[config.mk]
export PLATFORM = sky130hd
export DESIGN_NAME = tap_atpg_entry
export DESIGN_NICKNAME = d
export VERILOG_FILES = /design/src/rtl/tap_atpg_entry.sv
export SDC_FILE = /design/constraint.sdc
export NUM_CORES = 1
export LEC_CHECK = 0
export ABC_AREA = 1
export BUFFER_PORTS_ARGS = -buffer_cell sky130_fd_sc_hd__buf_2
export CAP_MARGIN = 40
export CORE_UTILIZATION = 40
export CTS_CLUSTER_DIAMETER = 80
export CTS_CLUSTER_SIZE = 24
export DETAILED_ROUTE_END_ITERATION = 8
export PLACE_DENSITY_LB_ADDON = 0.2
export SLEW_MARGIN = 40
export SYNTH_ARGS = -nofsm -noshare
export SYNTH_HDL_FRONTEND = slang
export SYNTH_SLANG_ARGS = --single-unit
[constraint.sdc]
create_clock -name clk -period 1.95 [get_ports clk]
set_input_delay 0.0975 -clock clk [delete_from_list [all_inputs] [get_ports clk]]
set_output_delay 0.0975 -clock clk [all_outputs]
set_load 0.005 [all_outputs]
[src/rtl/tap_atpg_entry.sv]
// Serial TAP entry into scan/Iddq test modes: key, mode code and length, then payload forwarded to scan_do.
// Optional parity bit after the length field is enabled by defining TAP_PARITY_EN.
module tap_atpg_entry #(
  parameter logic [7:0] KEY   = 8'hA5,
  parameter int         LEN_W = 8
) (
  input  logic clk,
  input  logic rstb,
  input  logic tap_sel,
  input  logic tap_vld,
  input  logic tap_di,
  output logic mode_scan,
  output logic mode_iddq,
  output logic scan_do,
  output logic scan_vld,
  output logic busy,
  output logic err
);
  localparam int IW = $clog2(((LEN_W > 8) ? LEN_W : 8) + 1);

  typedef enum logic [2:0] {
    S_IDLE, S_KEY, S_MODE, S_LEN, S_PAR, S_SHIFT, S_HOLD, S_ERR
  } state_t;

  state_t             state_q, state_d;
  logic [IW-1:0]      idx_q, idx_d;
  logic [7:0]         key_q, key_d;
  logic [2:0]         code_q, code_d;
  logic [LEN_W-1:0]   cnt_q, cnt_d;
  logic               par_q, par_d;
  logic               mode_scan_q, mode_scan_d;
  logic               mode_iddq_q, mode_iddq_d;
  logic               scan_do_q, scan_do_d;
  logic               scan_vld_q, scan_vld_d;
  logic               err_q, err_d;

  logic [7:0]         key_nx;
  logic [2:0]         code_nx;
  logic [LEN_W-1:0]   cnt_nx;
  logic               par_nx;
  logic               go;
  logic [LEN_W-1:0]   go_len;

  assign key_nx  = {tap_di, key_q[7:1]};
  assign code_nx = {tap_di, code_q[2:1]};
  assign cnt_nx  = {tap_di, cnt_q[LEN_W-1:1]};
  assign par_nx  = par_q ^ tap_di;

  always_comb begin
    state_d     = state_q;
    idx_d       = idx_q;
    key_d       = key_q;
    code_d      = code_q;
    cnt_d       = cnt_q;
    par_d       = par_q;
    mode_scan_d = mode_scan_q;
    mode_iddq_d = mode_iddq_q;
    scan_do_d   = scan_do_q;
    scan_vld_d  = 1'b0;
    err_d       = err_q;
    go          = 1'b0;
    go_len      = cnt_q;

    if (!tap_sel) begin
      // Abort dominates everything, including a header that completes this cycle.
      state_d     = S_IDLE;
      idx_d       = '0;
      key_d       = '0;
      code_d      = '0;
      cnt_d       = '0;
      par_d       = 1'b0;
      mode_scan_d = 1'b0;
      mode_iddq_d = 1'b0;
      if (state_q == S_IDLE) err_d = 1'b0;
    end else begin
      case (state_q)
        S_IDLE: begin
          state_d = S_KEY;
          if (tap_vld) begin
            key_d = key_nx;
            par_d = par_nx;
            idx_d = IW'(1);
          end
        end
        S_KEY: if (tap_vld) begin
          key_d = key_nx;
          par_d = par_nx;
          idx_d = idx_q + IW'(1);
          if (idx_q == IW'(7)) begin
            idx_d = '0;
            if (key_nx == KEY) state_d = S_MODE;
            else begin
              state_d = S_ERR;
              err_d   = 1'b1;
            end
          end
        end
        S_MODE: if (tap_vld) begin
          code_d = code_nx;
          par_d  = par_nx;
          idx_d  = idx_q + IW'(1);
          if (idx_q == IW'(2)) begin
            idx_d = '0;
            if (code_nx == 3'd1 || code_nx == 3'd2) state_d = S_LEN;
            else begin
              state_d = S_ERR;
              err_d   = 1'b1;
            end
          end
        end
        S_LEN: if (tap_vld) begin
          cnt_d = cnt_nx;
          par_d = par_nx;
          idx_d = idx_q + IW'(1);
          if (idx_q == IW'(LEN_W - 1)) begin
            idx_d = '0;
`ifdef TAP_PARITY_EN
            state_d = S_PAR;
`else
            go      = 1'b1;
            go_len  = cnt_nx;
`endif
          end
        end
`ifdef TAP_PARITY_EN
        S_PAR: if (tap_vld) begin
          if (tap_di == par_q) go = 1'b1;
          else begin
            state_d = S_ERR;
            err_d   = 1'b1;
          end
        end
`endif
        S_SHIFT: if (tap_vld) begin
          scan_do_d  = tap_di;
          scan_vld_d = 1'b1;
          cnt_d      = cnt_q - LEN_W'(1);
          if (cnt_q == LEN_W'(1)) state_d = S_HOLD;
        end
        default: ;
      endcase

      if (go) begin
        mode_scan_d = (code_q == 3'd1);
        mode_iddq_d = (code_q == 3'd2);
        state_d     = (go_len == '0) ? S_HOLD : S_SHIFT;
      end
    end
  end

  always_ff @(posedge clk) begin
    if (!rstb) begin
      state_q     <= S_IDLE;
      idx_q       <= '0;
      key_q       <= '0;
      code_q      <= '0;
      cnt_q       <= '0;
      par_q       <= 1'b0;
      mode_scan_q <= 1'b0;
      mode_iddq_q <= 1'b0;
      scan_do_q   <= 1'b0;
      scan_vld_q  <= 1'b0;
      err_q       <= 1'b0;
    end else begin
      state_q     <= state_d;
      idx_q       <= idx_d;
      key_q       <= key_d;
      code_q      <= code_d;
      cnt_q       <= cnt_d;
      par_q       <= par_d;
      mode_scan_q <= mode_scan_d;
      mode_iddq_q <= mode_iddq_d;
      scan_do_q   <= scan_do_d;
      scan_vld_q  <= scan_vld_d;
      err_q       <= err_d;
    end
  end

  assign mode_scan = mode_scan_q;
  assign mode_iddq = mode_iddq_q;
  assign scan_do   = scan_do_q;
  assign scan_vld  = scan_vld_q;
  assign busy      = (state_q != S_IDLE);
  assign err       = err_q;
endmodule

# After elaboration in Yosys (flattened, before gate mapping)

Index checks and enable logic that the tools add are counted.

Flip-flop bits (word level): 31
Input port bits: 5
Word-level logic and storage cells: 99

Add/sub/neg operators: 2
Equality and inequality tests: 30
Muxes and demuxes: 38
Reductions and logical operators: 19

Operator list:

| operator                                                              | count |
|---|---|
| 8-bit two-way mux                                                     | 6 |
| 3-bit inequality test, second input constant                          | 12 |
| 3-bit two-way mux                                                     | 9 |
| 4-bit two-way mux                                                     | 5 |
| 8-bit one-hot mux with 2 select lines                                 | 1 |
| 1-bit two-way mux                                                     | 13 |
| 3-bit by 2-bit equality test with 1-bit output, second input constant | 4 |
| 3-bit one-hot mux with 4 select lines                                 | 1 |
| 4-bit one-hot mux with 3 select lines                                 | 1 |
| 3-bit by 1-bit equality test with 1-bit output, second input constant | 3 |
| 3-bit AND reduction                                                   | 3 |
| 8-bit by 1-bit equality test with 1-bit output, second input constant | 1 |
| 8-bit equality test, second input constant                            | 1 |
| 8-bit zero test                                                       | 1 |
| 2-bit inequality test, second input constant                          | 4 |
| 8-bit AND reduction                                                   | 1 |
| 8-bit by 1-bit subtractor with 8-bit output, second input constant    | 1 |
| 7-bit AND reduction                                                   | 1 |
| 2-bit AND reduction                                                   | 3 |
| 3-bit nonzero test                                                    | 2 |
| 5-bit nonzero test                                                    | 1 |
| 4-bit by 1-bit adder with 4-bit output, second input constant         | 1 |
| 4-bit by 2-bit equality test with 1-bit output, second input constant | 1 |
| 4-bit by 3-bit equality test with 1-bit output, second input constant | 1 |
| 10 further kinds                                                      | 12 |

# Depth between registers and ports, before layout

Gate-level depths: netlist of run 1.

Word-level depth: 8
Gate-level depth with buffers: 12
Depth with buffers taken out: 11

# Least setup slack after synthesis of run 1

Ideal clock, no wire load.

Path type: register to register
Start point: register idx_q[0]
End point: register state_q[1]
Setup time: 0.115 ns
Arrival: 1.334 ns
Required time: 1.835 ns
Setup slack: 0.501 ns
Cell stages (with the launch flop): 11
Buffers on the path: 0
Path through: dfxtp_1 -> ha_1 -> nand2_1 -> nor2_1 -> nand3_4 -> inv_1 -> o21ai_0 -> nand2_1 -> nand3_1 -> nand2_1 -> nor2_1

Word-level cells in the longest chain between the ends: 8
Elaborated cells on any way between the ends: 21

Ends and longest elaborated chain:

| what                                           | RTL line | source |
|---|---|---|
| start, declared                                | 26       | `logic [IW-1:0] idx_q, idx_d;` |
| start signal, assigned                         | 166      | `idx_q <= idx_d;` |
| 4-bit by 3-bit equality test with 1-bit output | 89, 115  |  |
| 8-bit two-way mux                              | 115      | `if (idx_q == IW'(LEN_W - 1)) begin` |
| 8-bit two-way mux                              | 111      | `S_LEN: if (tap_vld) begin` |
| 8-bit two-way mux                              | 76       | `case (state_q)` |
| 8-bit two-way mux                              | 64       | `if (!tap_sel) begin` |
| 8-bit zero test                                | 146      | `state_d = (go_len == '0) ? S_HOLD : S_SHIFT;` |
| 2-bit two-way mux                              | 146      |  |
| 3-bit two-way mux                              | 143      | `if (go) begin` |
| end signal, assigned                           | 165      | `state_q <= state_d;` |
| end, declared                                  | 25       | `state_t state_q, state_d;` |

Several ways; a longest one is shown, not always the timed one. The select of a mux whose other input is x is not followed.
A chain may end at the register's enable or synchronous reset.

# Worst setup path in the final report of run 1

Start point: register state_q[0]
End point: register cnt_q[0]

Word-level cells in the longest chain between the ends: 3
Elaborated cells on any way between the ends: 7

Ends and longest elaborated chain:

| what                                                                                  | RTL line | source |
|---|---|---|
| 3-bit by 2-bit equality test with 1-bit output or 3-bit equality test (tied branches) | 76       |  |
| 2-bit inequality test (no source line) or 2-bit nonzero test (tied branches)          | -        |  |
| 3-bit AND reduction (no source line)                                                  | -        |  |
| end signal, assigned                                                                  | 169      | `cnt_q <= cnt_d;` |
| end, declared                                                                         | 29       | `logic [LEN_W-1:0] cnt_q, cnt_d;` |

Several ways; a longest one is shown, not always the timed one.

==> impl_metrics.json, run 1 <==
{
  "status": "finished clean",
  "cts_made_buffers": 5,
  "synth_xor_xnor_area_share_pct": 2.08,
  "coreArea_mm2": 0.00403,
  "final_hold_viol_count": 0,
  "synth_area_leaders": "dfxtp_1 (36%), nand2_1 (14%), a21oi_1 (6.2%)",
  "syn-cell-area_mm2": 0.00169,
  "synth_top_area_share_pct": 35.6,
  "yosysSeqAreaShare_pct": 35.6,
  "nets": 267,
  "cts_tree": "done",
  "grt_max_degree": 17,
  "htree_num_levels": 2,
  "crit_fanout": 11,
  "final_max_slew_viol_count": 0,
  "root_buffer": "clkbuf_8",
  "boundaryPins": 11,
  "hp-class": "input port to register",
  "ff2ff_setup_slack_ns": 0.27,
  "synth_compound_area_share_pct": 16.0,
  "power_switching_share_pct": 41.5,
  "synth-adder-area-share_pct": 2.97,
  "die-height_um": 66.9,
  "crit_arrival_ns": 1.84,
  "initial_core_util_pct": 41.8,
  "yosysUniqueCellTypes": 29,
  "startpoint": "state_q[0]",
  "intPower_mw": 1.25,
  "post_cts.repair.setup_buffers": 0,
  "layout-drive-gt1-share_pct": 15.1,
  "syn2layout_area_growth_pct": 9.95,
  "clockPowerShare_pct": 23.8,
  "dp_hpwl_mm": 2.65,
  "drt-pass1-iter-count": 4,
  "dp.cells": 301,
  "power_density_mw_per_mm2": 1150,
  "insertion_delay_ns": 0.28,
  "min-delay-start": "rstb",
  "synthSimpleGateAreaFrac_pct": 34.4,
  "yosysMostFrequentCell": "nand2_1",
  "r2r_start": "state_q[0]",
  "setup_viol": 0,
  "drt-total-wl_mm": 3.64,
  "min_period_ns": 1.68,
  "routedWlPerCell_um": 11.8,
  "post-route-period-util_pct": 85.9,
  "antenna_cells": 0,
  "place_congestion": 0.868,
  "power_leakage_nw": 0.776,
  "n_fill_cell": 441,
  "post_cts_resize_count": 0,
  "antenna_left": 0,
  "max_slew_margin_pct": 66.7,
  "postSynthAreaPerCell_um2": 6.88,
  "synth_top_family_by_area": "simple AND/OR/NAND/NOR gates",
  "path_class": "register to register",
  "dieArea_mm2": 0.00448,
  "yosysWarnings": 0,
  "cts_sinks": 30,
  "numPortBuffers": 10,
  "antenna_found_initial": 0,
  "drt_iter0_drc": 86,
  "rsz0062_at_grt": "false",
  "ys_ff_latch": 30,
  "via_per_inst": 4.95,
  "critPathLaunchType": "register",
  "worst_ir_drop_vdd_uv": 725,
  "overflow": 0,
  "async_flop_share_pct": 0,
  "grt_pass1_wl_mm": 6.38,
  "clock_path_buffers": 2,
  "drcViolationCount": 0,
  "skew_ns": 0.00520,
  "synth_nets": 254,
  "tightest_slew_ns": 0.498,
  "cp-end-kind": "register",
  "p_seq_share_pct": 35.4,
  "synth_edf_count": 0,
  "synthMuxAreaShare_pct": 0,
  "die_x_um": 66.9,
  "cts_hold_buf": 0,
  "pwr-share-comb_pct": 40.8,
  "p_sw_mw": 0.885,
  "synth_cells": 245,
  "rows": 23,
  "synth_commonest_cells": "nand2_1 (61), dfxtp_1 (30), nor2_1 (24)",
  "grt_pass1_vias": 1404,
  "yosys.area.top_type": "dfxtp_1",
  "ys.flop_type": "dfxtp_1",
  "cap_violations": 0,
  "max_freq_mhz": 597,
  "grt_usage_pct": 19.0,
  "via_count": 1531,
  "tns_ns": 0,
  "path_clk_slew_ns": 0.06,
  "worst-endpoint-required_ns": 2.12,
  "stdcell_count": 309
}
[cell families (layout without fill, tap and decap cells)]
family	Yosys count	count (layout)
XOR/XNOR	4	4
buffers and inverters	32	46
AO/OA/AOI/OAI	49	49
flip-flops	30	30
adder cells (fa/ha/maj)	4	4
AND/OR/NAND/NOR	126	126
[flip-flops by register name, indices dropped and copies added, names as in the netlist]
name,count
cnt_q,8
code_q,3
err,1
idx_q,4
key_q,7
mode_iddq,1
mode_scan,1
scan_do,1
scan_vld,1
state_q,3
[layout make-up]
type / instances / area [um^2] / area share [%]
flip-flops and latches: 30 / 601 / 32.4
multi-input cells: 183 / 935 / 50.4
well taps: 50 / 62.6 / 3.38
inverters: 26 / 98.8 / 5.33
repair buffers: 12 / 65.1 / 3.51
clock inverters: 1 / 5.00 / 0.270
clock buffers: 7 / 86.3 / 4.66
[power groups by stage]
stage | Clock, mW | Sequential (mW) | Combinational, mW
floorplan | 0 | 0.732 | 0.725
global placement | 0 | 0.764 | 0.868
detailed placement | 0 | 0.765 | 0.854
CTS | 0.522 | 0.752 | 0.867
global route | 0.557 | 0.763 | 0.997
finish | 0.508 | 0.754 | 0.871
[cell usage in the layout (no fill, tap or decap), types with 3 or more instances in the layout]
cell / instances
a21oi_1: 21
a31oi_1: 4
buf_2: 10
clkbuf_8: 6
dfxtp_1: 30
ha_1: 4
inv_1: 22
inv_2: 3
nand2_1: 61
nand2_2: 3
nand2_4: 3
nand3_1: 18
nand4_1: 3
nor2_1: 24
nor2_2: 4
nor3_1: 5
o211ai_1: 3
o21ai_0: 15
o21ai_1: 3
xor2_1: 4
[path summary, 6_finish.rpt]
path / depth (start not counted) / to
worst min register to register: 2 / scan_do
worst max register to register: 9 / cnt_q[0]
worst max-delay path: 9 / cnt_q[0]
worst min-delay path: 3 / err
[metrics by stage]
| stage | worst slack, ns | utilization (%) | power (mW) | cell area (um^2) | hold slack (ns) |
|---|---|---|---|---|---|
| after global routing | 0.00491 | 46.0 | 2.32 | 1850 | 0.0905 |
| after global placement | 0.363 | 43.7 | 1.63 | 1760 | 0.385 |
| final | 0.275 | 46.0 | 2.13 | 1850 | 0.0963 |
| after floorplan | 0.501 | - | 1.46 | 1690 | 0.236 |
| after CTS | 0.273 | 46.0 | 2.14 | 1850 | 0.0944 |
| after detailed placement | 0.297 | 43.7 | 1.62 | 1760 | 0.386 |
[critical path, stage by stage (launching register included)]
cell	delay, ns
dfxtp_1	0.43
inv_2	0.09
nor2_4	0.14
nand2_4	0.11
clkinv_2	0.17
nand2_2	0.08
nand2_2	0.18
inv_1	0.14
o21ai_0	0.18
a21oi_1	0.05
[per-layer routing]
metal	track usage, %	share of wire, %	vias to the layer above
met5	0	0	-
met4	7.18	1.5	0
met3	4.79	3.7	7
met2	28.4	42	26
met1	25.8	52	669
li1	-	-	829
(Power assumes the default switching activity.)
==> inputs of run 2 (changes only) <==
==> constraint.sdc (replaced) <==
create_clock -name clk -period 1.7 [get_ports clk]
set_input_delay 0.085 -clock clk [delete_from_list [all_inputs] [get_ports clk]]
set_output_delay 0.085 -clock clk [all_outputs]
set_load 0.005 [all_outputs]
==> run 2 against run 1 <==
Clock-buffer cell count is 2 lower. Clock skew hardly changed. Sequential share of layout area is 0.97 points lower. Worst hold slack worse by 0.022 ns. Die area stayed put. Combinational power is 16% higher. Non-clock buffer count is 4 higher. Setup slack worse by 0.11 ns. Cell count is 1.3% higher. Sequential power is 15% higher. Utilization is 1.5 points higher. Critical path depth is 1 higher. Critical endpoint is now state_q[1].
==> impl_metrics.json, run 2 (same netlist as run 1, synthesis figures left out) <==
{
  "skew_ns": 0.00525,
  "pre_cts_ws_ns": 0.0850,
  "power_switching_share_pct": 40.3,
  "final_cell_mix": "nand2_1 (61), dfxtp_1 (29), nor2_1 (23)",
  "top_regs": "cnt_q x8, key_q x7, idx_q x4",
  "max_slew_margin_pct": 72.9,
  "critPathLaunchType": "register",
  "tightest_slew_ns": 0.402,
  "htree_num_levels": 2,
  "drt-total-wl_mm": 3.75,
  "syn2layout_area_growth_pct": 13.6,
  "intPower_mw": 1.55,
  "insertion_delay_ns": 0.29,
  "crit_top_cell": "nand2_1",
  "grt_pass1_wl_mm": 6.38,
  "final_hold_viol_count": 0,
  "reg2reg_depth": 10,
  "status": "finished clean",
  "drcViolationCount": 0,
  "min_period_ns": 1.53,
  "worst-endpoint-required_ns": 1.88,
  "nets": 271,
  "routedWlPerCell_um": 12.0,
  "crit_arrival_ns": 1.71,
  "cap_violations": 0,
  "antenna_cells": 0,
  "worstPathCellList": "ha_1, nand2_1, nor2_4, nand3_4, inv_1, o21ai_0, nand2_1, nand3_1, nand2_1, nor2_1",
  "post-route-period-util_pct": 90.2,
  "placed_cell_area_mm2": 0.00179,
  "place_congestion": 0.802,
  "pwr-share-comb_pct": 39.0,
  "clock_path_buffers": 2,
  "initial_core_util_pct": 41.8,
  "coreArea_mm2": 0.00403,
  "clockPowerShare_pct": 27.8,
  "crit_fanout": 7,
  "power_leakage_nw": 0.799,
  "cts_made_buffers": 5,
  "path_class": "register to register",
  "dp_hpwl_mm": 2.74,
  "layout-drive-gt1-share_pct": 17.5,
  "root_buffer": "clkbuf_8",
  "drt_iter0_drc": 82,
  "die_x_um": 66.9,
  "grt_max_degree": 14,
  "die-height_um": 66.9,
  "overflow": 0,
  "fin_ws_ns": 0.167,
  "critPathSlowestCell": "dfxtp_1",
  "layout_commonest_cell": "nand2_1",
  "cpPeakStageDelay_ns": 0.38,
  "via_count": 1576,
  "largest_register_ffs": 8,
  "via_per_inst": 5.04,
  "grt_pass1_vias": 1395,
  "power_density_mw_per_mm2": 1360,
  "total_power_mw": 2.60,
  "boundaryPins": 11,
  "holdPathStages": 3,
  "max_freq_mhz": 652,
  "path_clk_slew_ns": 0.07,
  "setup_viol": 0,
  "top_register": "cnt_q",
  "antenna_left": 0,
  "cp-end-kind": "register",
  "grt_usage_pct": 19.6,
  "dieArea_mm2": 0.00448,
  "fin_area_mm2": 0.00191,
  "p_sw_mw": 1.05,
  "drt-pass1-iter-count": 4,
  "rsz0062_at_grt": "false",
  "p_seq_share_pct": 33.2,
  "tns_ns": 0,
  "hp-class": "input port to register",
  "cts_sinks": 30,
  "numPortBuffers": 10,
  "rows": 23,
  "worst_ir_drop_vdd_uv": 687,
  "antenna_found_initial": 0,
  "cts_tree": "done",
  "final_max_slew_viol_count": 0
}
[run 2: changes by cell type in the layout (fill, tap and decap cells not counted), sizes merged]
cell      delta
bufinv       +1
clkinv       -1
clkbuf       -2
buf          +4
clkinvlp     +2
[run 2: power by group through the flow]
| stage | sequential (mW) | combinational (mW) | clock, mW |
|---|---|---|---|
| after floorplan | 0.840 | 0.832 | 0 |
| after global placement | 0.876 | 1.01 | 0 |
| after detailed placement | 0.877 | 1.00 | 0 |
| after CTS | 0.862 | 1.01 | 0.753 |
| after global routing | 0.876 | 1.18 | 0.778 |
| final | 0.864 | 1.01 | 0.725 |
[run 2: cell type report]
class / count / area [um^2]
Clock buffer: 5 / 68.8
Clock inverter: 3 / 45.0
Fill cell: 425 / 2110
Inverter: 26 / 98.8
Multi-Input combinational cell: 183 / 942
Sequential cell: 30 / 602
Tap cell: 50 / 62.6
Timing Repair Buffer: 16 / 95.1
[run 2: final timing paths]
kind	start	endpoint	slack (ns)
setup / recovery	idx_q[1]	state_q[1]	0.17
hold reg to reg	key_q[1]	key_q[1]	0.46
setup reg to reg	idx_q[1]	state_q[1]	0.17
hold / removal	rstb	scan_do	0.07
[run 2: metal layers]
layer	routed length, um	GRT usage (%)
met3	145	5.31
met5	0	0
met2	1570	27.3
met4	53	10.1
met1	1980	27.2
[run 2: stage by stage]
step,hold WS [ns],utilization (%),instances
3_3_place_gp,0.372,44.5,305
3_5_place_dp,0.371,44.5,305
2_1_floorplan,0.223,-,245
5_1_grt,0.0813,47.5,313
6_report,0.0747,47.5,313
4_1_cts,0.0673,47.3,313
[run 2: worst max-delay path: cells and delay by family, from the launching register on]
family | cells | cell delay [ns]
flip-flops | 1 | 0.38
buffers and inverters | 1 | 0.12
AND/OR/NAND/NOR | 7 | 0.62
AO/OA/AOI/OAI | 1 | 0.12
adder cells (fa/ha/maj) | 1 | 0.19
[run 2: timing repair]
item	4_1_cts	5_1_grt
endpoints found under the setup margin	0	4
endpoints found under the hold margin	0	0
setup buffers	0	0
hold buffers	0	0
resized for setup	0	3
==> inputs of run 3 (changes only) <==
--- a/config.mk
+++ b/config.mk
@@ -5,7 +5,7 @@
 export SDC_FILE = /design/constraint.sdc
 export NUM_CORES = 1
 export LEC_CHECK = 0
-export ABC_AREA = 1
+export ABC_AREA = 0
 export BUFFER_PORTS_ARGS = -buffer_cell sky130_fd_sc_hd__buf_2
 export CAP_MARGIN = 40
 export CORE_UTILIZATION = 40
==> run 3 against run 2 <==
Wire length is 7.9% higher. Critical endpoint is now state_q[2]. Utilization increased by 2.6 points. Power is 15% lower. Sequential power shrank 2.8%. Critical path type unchanged. Worst hold slack lost 0.022 ns.
==> impl_metrics.json, run 3 <==
{
  "syn-cell-area_mm2": 0.00179,
  "nets": 245,
  "grt_pass1_vias": 1449,
  "antenna_left": 0,
  "path_class": "register to register",
  "cap_violations": 0,
  "hp-class": "input port to register",
  "die_x_um": 68.8,
  "synth_area_leaders": "dfxtp_1 (34%), a21oi_1 (5.9%), nand2_1 (5.3%)",
  "power_density_mw_per_mm2": 1070,
  "via_per_inst": 5.66,
  "drt-total-wl_mm": 4.05,
  "grt_usage_pct": 19.7,
  "synth_commonest_cells": "dfxtp_1 (30), nand2_1 (25), a21oi_1 (21)",
  "drt_iter0_drc": 114,
  "grt_max_degree": 16,
  "yosysMostFrequentCell": "dfxtp_1",
  "final_core_util_pct": 50.1,
  "max_slew_margin_pct": 66.5,
  "ys.flop_type": "dfxtp_1",
  "rsz0062_at_grt": "false",
  "root_buffer": "clkbuf_8",
  "postSynthAreaPerCell_um2": 8.38,
  "tightest_slew_ns": 0.501,
  "top_register": "cnt_q",
  "synth_cells": 213,
  "ys_ff_latch": 30,
  "final_max_slew_viol_count": 0,
  "routedWlPerCell_um": 14.2,
  "synth_edf_count": 0,
  "yosys.area.top_type": "dfxtp_1",
  "dp_hpwl_mm": 2.87,
  "cpPeakStageDelay_ns": 0.47,
  "drcViolationCount": 0,
  "worstPathCellList": "inv_2, ha_2, or4b_4, a21oi_4, o31ai_2, a221oi_2",
  "syn2layout_area_growth_pct": 16.3,
  "setup_viol": 0,
  "post_cts_resize_count": 0,
  "ff2ff_setup_slack_ns": 0.07,
  "post-route-period-util_pct": 95.9,
  "path_buf_inv": 1,
  "worst_ir_drop_vdd_uv": 653,
  "fin_area_mm2": 0.00208,
  "die-height_um": 68.8,
  "layout_commonest_cell": "dfxtp_1",
  "top_regs": "cnt_q x8, key_q x7, idx_q x4",
  "yosysSeqAreaShare_pct": 33.6,
  "coreArea_mm2": 0.00414,
  "async_flop_share_pct": 0,
  "numPortBuffers": 10,
  "cts_sinks": 30,
  "synth_nets": 222,
  "total_power_mw": 2.22,
  "status": "finished clean",
  "antenna_found_initial": 0,
  "critPathSlowestCell": "or4b_4",
  "cp-end-kind": "register",
  "initial_core_util_pct": 43.1,
  "htree_num_levels": 2,
  "crit_fanout": 4,
  "antenna_cells": 0,
  "grt_pass1_wl_mm": 6.76,
  "drt-pass1-iter-count": 4,
  "overflow": 0,
  "place_congestion": 0.799,
  "placed_cell_area_mm2": 0.00199,
  "yosysUniqueCellTypes": 59,
  "crit_family": "compound AO/OA/AOI/OAI gates",
  "post_cts.repair.setup_buffers": 0,
  "final_hold_viol_count": 0,
  "worst-endpoint-required_ns": 1.89,
  "hold_ws_ns": 0.0531,
  "synth_top_area_share_pct": 33.6,
  "largest_register_ffs": 8,
  "crit_arrival_ns": 1.83,
  "power_leakage_nw": 0.753,
  "cts_made_buffers": 5,
  "boundaryPins": 11,
  "final_cell_mix": "dfxtp_1 (26), nand2_1 (25), a21oi_1 (21)",
  "dieArea_mm2": 0.00473,
  "yosysWarnings": 0,
  "cts_tree": "done",
  "insertion_delay_ns": 0.28,
  "tns_ns": 0,
  "clock_path_buffers": 2,
  "cts_hold_buf": 0,
  "rows": 23,
  "layout-drive-gt1-share_pct": 23.0,
  "max_freq_mhz": 613,
  "path_clk_slew_ns": 0.07,
  "via_count": 1612,
  "min_period_ns": 1.63,
  "skew_ns": 0.00898,
  "critPathLaunchType": "register"
}
## run 3: layer usage
| layer | vias up | GRT usage [%] | routed length (um) |
|---|---|---|---|
| met4 | 0 | 9.69 | 70 |
| met5 | - | 0 | 0 |
| met3 | 7 | 4.77 | 150 |
| met1 | 753 | 26.8 | 2090 |
| li1 | 824 | - | - |
| met2 | 28 | 28.7 | 1740 |
## run 3: logic make-up after synthesis
family / Yosys count / share of synthesized area (%)
AND/OR/NAND/NOR: 84 / 27.5
buffers and inverters: 17 / 4.41
flip-flops: 30 / 33.6
XOR/XNOR: 3 / 1.47
multiplexers: 7 / 3.92
AO/OA/AOI/OAI: 68 / 26.2
adder cells (fa/ha/maj): 4 / 2.80
## run 3: final timing paths
| kind | startpoint | end | cells past startpoint |
|---|---|---|---|
| max | idx_q[0] | state_q[2] | 6 |
| min | rstb | scan_do | 2 |
| max reg2reg | idx_q[0] | state_q[2] | 6 |
| min reg2reg | key_q[7] | key_q[6] | 2 |
## run 3: power by group
part / total [mW] / internal (mW) / switching (mW)
combinational: 0.797 / 0.392 / 0.406
clock: 0.577 / 0.312 / 0.265
sequential: 0.840 / 0.750 / 0.0904
total: 2.21 / 1.45 / 0.762
## run 3: stage by stage
| stage | worst slack [ns] | std cells |
|---|---|---|
| final | 0.0693 | 285 |
| after global routing | 0.00874 | 285 |
| after CTS | 0.0174 | 285 |
| after detailed placement | 0.0257 | 279 |
| after global placement | 0.0989 | 279 |
| after floorplan | 0.153 | 213 |
## run 3: area by class of cell
| type | instances | area (um^2) |
|---|---|---|
| Clock buffer | 6 | 82.6 |
| Multi-Input combinational cell | 166 | 1110 |
| Fill cell | 416 | 2070 |
| Sequential cell | 30 | 606 |
| Timing Repair Buffer | 28 | 198 |
| Inverter | 5 | 18.8 |
| Tap cell | 50 | 62.6 |
